## config.mk

```make
export PLATFORM = sky130hd
export DESIGN_NAME = poly_mult_sched
export DESIGN_NICKNAME = d
export VERILOG_FILES = /design/src/rtl/poly_mult_sched.sv
export SDC_FILE = /design/constraint.sdc
export NUM_CORES = 1
export LEC_CHECK = 0
export BUFFER_PORTS_ARGS = -buffer_cell sky130_fd_sc_hd__buf_4
export CAP_MARGIN = 20
export CORE_ASPECT_RATIO = 1.5
export CORE_MARGIN = 5
export CORE_UTILIZATION = 50
export DETAILED_ROUTE_END_ITERATION = 16
export PLACE_DENSITY = 0.75
export SLEW_MARGIN = 20
export SYNTH_ARGS = -nofsm -noshare
export SYNTH_HDL_FRONTEND = slang
export SYNTH_SLANG_ARGS = --single-unit
```

## constraint.sdc

```tcl
create_clock -name clk -period 2.55 [get_ports clk]
set_input_delay 0.51 -clock clk [delete_from_list [all_inputs] [get_ports clk]]
set_output_delay 0.51 -clock clk [all_outputs]
set_load 0.005 [all_outputs]
```

## src/rtl/poly_mult_sched.sv

```systemverilog
// Constant-time sequencer for the sparse-dense polynomial multiplier: issues exactly MAX_WEIGHT
// rotate-accumulate ops, replacing slots beyond the real weight with dummy ops.
module poly_mult_sched #(
  parameter int unsigned MAX_WEIGHT     = 75,
  parameter int unsigned WEIGHT         = 66,
  parameter int unsigned LOGW           = 16,
  parameter int unsigned LOG_WEIGHT     = 7,
  parameter int unsigned LOG_MAX_WEIGHT = 7
) (
  input  logic                      clk,
  input  logic                      rst,
  input  logic                      start_i,
  input  logic [LOG_MAX_WEIGHT-1:0] weight_i,
  input  logic [LOGW-1:0]           dummy_pos_i,
  output logic [LOG_WEIGHT-1:0]     loc_addr_o,
  input  logic [LOGW-1:0]           loc_q_i,
  output logic                      op_valid_o,
  input  logic                      op_ready_i,
  output logic [LOGW-1:0]           op_shift_o,
  output logic                      op_dummy_o,
  input  logic                      dp_done_i,
  output logic                      busy_o,
  output logic                      done_o
);

  localparam logic [LOG_MAX_WEIGHT-1:0] MaxW     = LOG_MAX_WEIGHT'(MAX_WEIGHT);
  localparam logic [LOG_MAX_WEIGHT-1:0] LastSlot = LOG_MAX_WEIGHT'(MAX_WEIGHT - 1);
  localparam logic [LOG_WEIGHT-1:0]     LastAddr = LOG_WEIGHT'(WEIGHT - 1);

  typedef enum logic [2:0] {
    StIdle,
    StRd,
    StWaitQ,
    StIssue,
    StWaitDone,
    StFin
  } state_e;

  state_e                    state_q, state_d;
  logic [LOG_MAX_WEIGHT-1:0] slot_q, slot_d;
  logic [LOG_MAX_WEIGHT-1:0] weff_q, weff_d;
  // Tracks slot mod WEIGHT; only changes on entry to StRd, so it doubles as the held address.
  logic [LOG_WEIGHT-1:0]     addr_q, addr_d;
  logic [LOGW-1:0]           shift_q, shift_d;
  logic                      dummy_q, dummy_d;

  always_ff @(posedge clk) begin
    if (rst) begin
      state_q <= StIdle;
      slot_q  <= '0;
      weff_q  <= '0;
      addr_q  <= '0;
      shift_q <= '0;
      dummy_q <= 1'b0;
    end else begin
      state_q <= state_d;
      slot_q  <= slot_d;
      weff_q  <= weff_d;
      addr_q  <= addr_d;
      shift_q <= shift_d;
      dummy_q <= dummy_d;
    end
  end

  always_comb begin
    state_d = state_q;
    slot_d  = slot_q;
    weff_d  = weff_q;
    addr_d  = addr_q;
    shift_d = shift_q;
    dummy_d = dummy_q;
    unique case (state_q)
      StIdle: begin
        if (start_i) begin
          weff_d  = (weight_i > MaxW) ? MaxW : weight_i;
          slot_d  = '0;
          addr_d  = '0;
          state_d = StRd;
        end
      end
      StRd: state_d = StWaitQ;
      StWaitQ: begin
        // The RAM is read for every slot so real and dummy slots look identical in time.
        if (slot_q < weff_q) begin
          shift_d = loc_q_i;
          dummy_d = 1'b0;
        end else begin
          shift_d = dummy_pos_i;
          dummy_d = 1'b1;
        end
        state_d = StIssue;
      end
      StIssue: begin
        if (op_ready_i) state_d = StWaitDone;
      end
      StWaitDone: begin
        if (dp_done_i) begin
          if (slot_q == LastSlot) begin
            state_d = StFin;
          end else begin
            slot_d  = slot_q + 1'b1;
            addr_d  = (addr_q == LastAddr) ? '0 : addr_q + 1'b1;
            state_d = StRd;
          end
        end
      end
      StFin: state_d = StIdle;
      default: state_d = StIdle;
    endcase
  end

  assign loc_addr_o = addr_q;
  assign op_shift_o = shift_q;
  assign op_dummy_o = dummy_q;
  assign op_valid_o = (state_q == StIssue);
  assign done_o     = (state_q == StFin);
  assign busy_o     = (state_q != StIdle) && (state_q != StFin);

endmodule

```

==> results.toml <==
[status]
outcome = "complete, no violations"

[pwr]
power_mw = 1.56
p_leak_nw = 1.20
power.share.clock_pct = 34.6
p_int_mw = 1.16
power_density_nw_per_um2 = 564
pwr-share-comb_pct = 20.4
power_frac_seq_pct = 45.0
switching_share_pct = 25.6
peakVddDrop_mv = 0.542
switchingPower_mw = 0.400

[detailed_routing]
drtAntennaViolNets = 0
drc_errors = 0
firstDrtPassIters = 5
drt-wirelength-per-cell_um = 14.5
viasPerCell = 5.64
wirelength_um = 5160
drtIter0Drc = 58
vias = 2009

[clock_network]
hold_buffers = 0
clock-sinks = 41
clkTransAtPathRegs_ns = 0.08
cts_buffer_depth = 2
cts_resized = 0
cts_tree = "built"
insertion_delay_ns = 0.29
post_cts_buffers = 0
root_buffer = "clkbuf_8"
htree_levels = 2
cts_buffers = 5

[sta]
setup_viol = 0
worst_slack_ns = 0.648
worst_hold_slack_ns = 0.454
max_slew_margin_pct = 57.5
period_minus_slack_ns = 1.90
finalHoldViolCount = 0
skew_ns = 0.00300
worst_slew_pin_slew_ns = 0.634
setup_tns_ns = 0
fmax_mhz = 526
rsz0062_at_grt = "no"
min_period_over_period_pct = 74.6
slew_viol_final = 0

[synth]
synth_fp_nets = 297
yosysUniqueCellTypes = 41
synth_warnings = 0
synthArstFlopShare_pct = 0
netlist_area_um2 = 2120
ys_top_cells_by_area = "dfxtp_1 39%, mux2i_1 8.0%, a211oi_1 6.0%, ha_1 5.9%, nor2_1 5.8%"
yosysSeqAreaShare_pct = 38.7
syn-instance-count = 243
syn_avg_cell_area_um2 = 8.73
yosysTopAreaCellShare_pct = 38.7
synth_top_flop_cell = "dfxtp_1"
synth_top_area_cell = "dfxtp_1"
synth_seq_cells = 41
synth_edf_count = 0

[grt]
antenna_found_initial = 0
track_usage_pct = 18.2
grt_pass1_wl_um = 8590
grt_max_degree = 42
grt-ovfl-total = 0
grt_pass1_vias = 2008

[min_path]
min_path_type = "reg -> reg"
min_path_cells = 2

[cells_and_area]
final_cell_mix = "73 x buf_4, 41 x dfxtp_1, 32 x nor2_1"
final_common_cell = "buf_4"
insertedDiodeCount = 0
areaGrowthSynthToFinish_pct = 30.7
n_fill_cell = 353
finalInstanceArea_um2 = 2770
drive_gt1_share_pct = 28.4
nNetsFinal = 363

[floorplanning]
rows = 29
die_w_um = 63.2
start_util_pct = 50.9
die_h_um = 89.8
die_area_um2 = 5670
core-area_um2 = 4170
pin_count = 71

[setup_path]
end_kind = "flip-flop"
crit_fanout = 11
crit_chain = "nor3b_4 -> o211a_1 -> nor2_4 -> or3_1 -> a21oi_1"
crit_buf_inv = 0
crit_slowest_cell = "dfxtp_1"
worstSetupPathType = "reg -> reg"
crit_arrival_ns = 2.12
critical_path.max_stage_delay_ns = 0.57
crit_path_start_kind = "flip-flop"
r2r.worst_path.cells = 5
critPathTopFamily = "simple AND/OR/NAND/NOR gates"
crit_cells = 5
required_ns = 2.77

[placement]
gp_congestion = 0.857
dpl_cell_area_um2 = 2660
io_buffers = 70
hpwl_um = 3950
pre_cts_ws_ns = 0.685

[flow_run]
cap_viol_max_count = 0
## power groups by stage
stage	Sequential [mW]	Clock, mW	Combinational [mW]
3_3_place_gp	0.719	0	0.320
3_5_place_dp	0.719	0	0.323
4_1_cts	0.705	0.554	0.324
6_report	0.704	0.540	0.319
5_1_grt	0.710	0.590	0.351
2_1_floorplan	0.711	0	0.197
## layer usage
metal	track usage [%]	up-vias	share of wire, %
met5	0	-	0
met4	6.24	0	1.7
met3	5.61	9	5.4
met2	33.8	53	55
met1	18.8	930	38
li1	-	1017	-
## flip-flops by register name, summed over array words and instances (netlist names)
signal and count:
state_q 3, loc_addr_o 7, op_dummy_o 1, slot_q 7
weff_q 7, op_shift_o 16
## cells in the mapped netlist (all sizes together) (2+ instances only)
| library cell | number |
|---|---|
| a21oi | 20 |
| nor2 | 34 |
| nor3 | 2 |
| buf | 8 |
| o21ai | 7 |
| nor2b | 3 |
| or4 | 2 |
| clkbuf | 6 |
| a211oi | 17 |
| nand3 | 6 |
| a21o | 2 |
| nand4 | 2 |
| or3 | 2 |
| a221oi | 2 |
| a41oi | 2 |
| nand2b | 4 |
| inv | 13 |
| nand3b | 5 |
| dfxtp | 41 |
| nand2 | 14 |
| ha | 10 |
| a311oi | 6 |
| and3 | 6 |
| mux2i | 17 |
## area by class of cell
type / instances / area, µm² / share of cell area (%)
clock buffers: 7 / 86.3 / 3.11
clock inverters: 1 / 30.0 / 1.08
inverters: 13 / 48.8 / 1.76
multi-input cells: 175 / 1180 / 42.6
flip-flops and latches: 41 / 821 / 29.6
well taps: 46 / 57.6 / 2.07
repair buffers: 73 / 548 / 19.8
## worst paths after layout
kind | start | end | slack [ns]
worst max-delay path | state_q[2] | loc_addr_o[1] | 0.65
worst min-delay path | weff_q[5] | weff_q[5] | 0.45
worst max register to register | state_q[2] | loc_addr_o[1] | 0.65
worst min register to register | weff_q[5] | weff_q[5] | 0.45
## per-stage QoR
stage | utilization [%] | instances
final | 66.5 | 356
after global routing | 66.5 | 356
after CTS | 66.5 | 356
after detailed placement | 63.7 | 348
after global placement | 63.7 | 348
after floorplan | - | 243
## worst register-to-register path, stage by stage (launching register included)
cell     delay [ns]
dfxtp_1        0.57
nor3b_4        0.27
o211a_1        0.37
nor2_4         0.11
or3_1          0.37
a21oi_1        0.15
## kinds of logic (layout without fill, tap and decap cells)
kind of cell,Yosys count,after routing,share of synthesized area [%]
fa+ha+maj,10,10,5.90
mux,17,17,8.02
simple gates,86,86,21.8
buf+inv,27,94,5.90
flops,41,41,38.7
compound gates,62,62,19.7
Power figures use the tool's default switching activity.
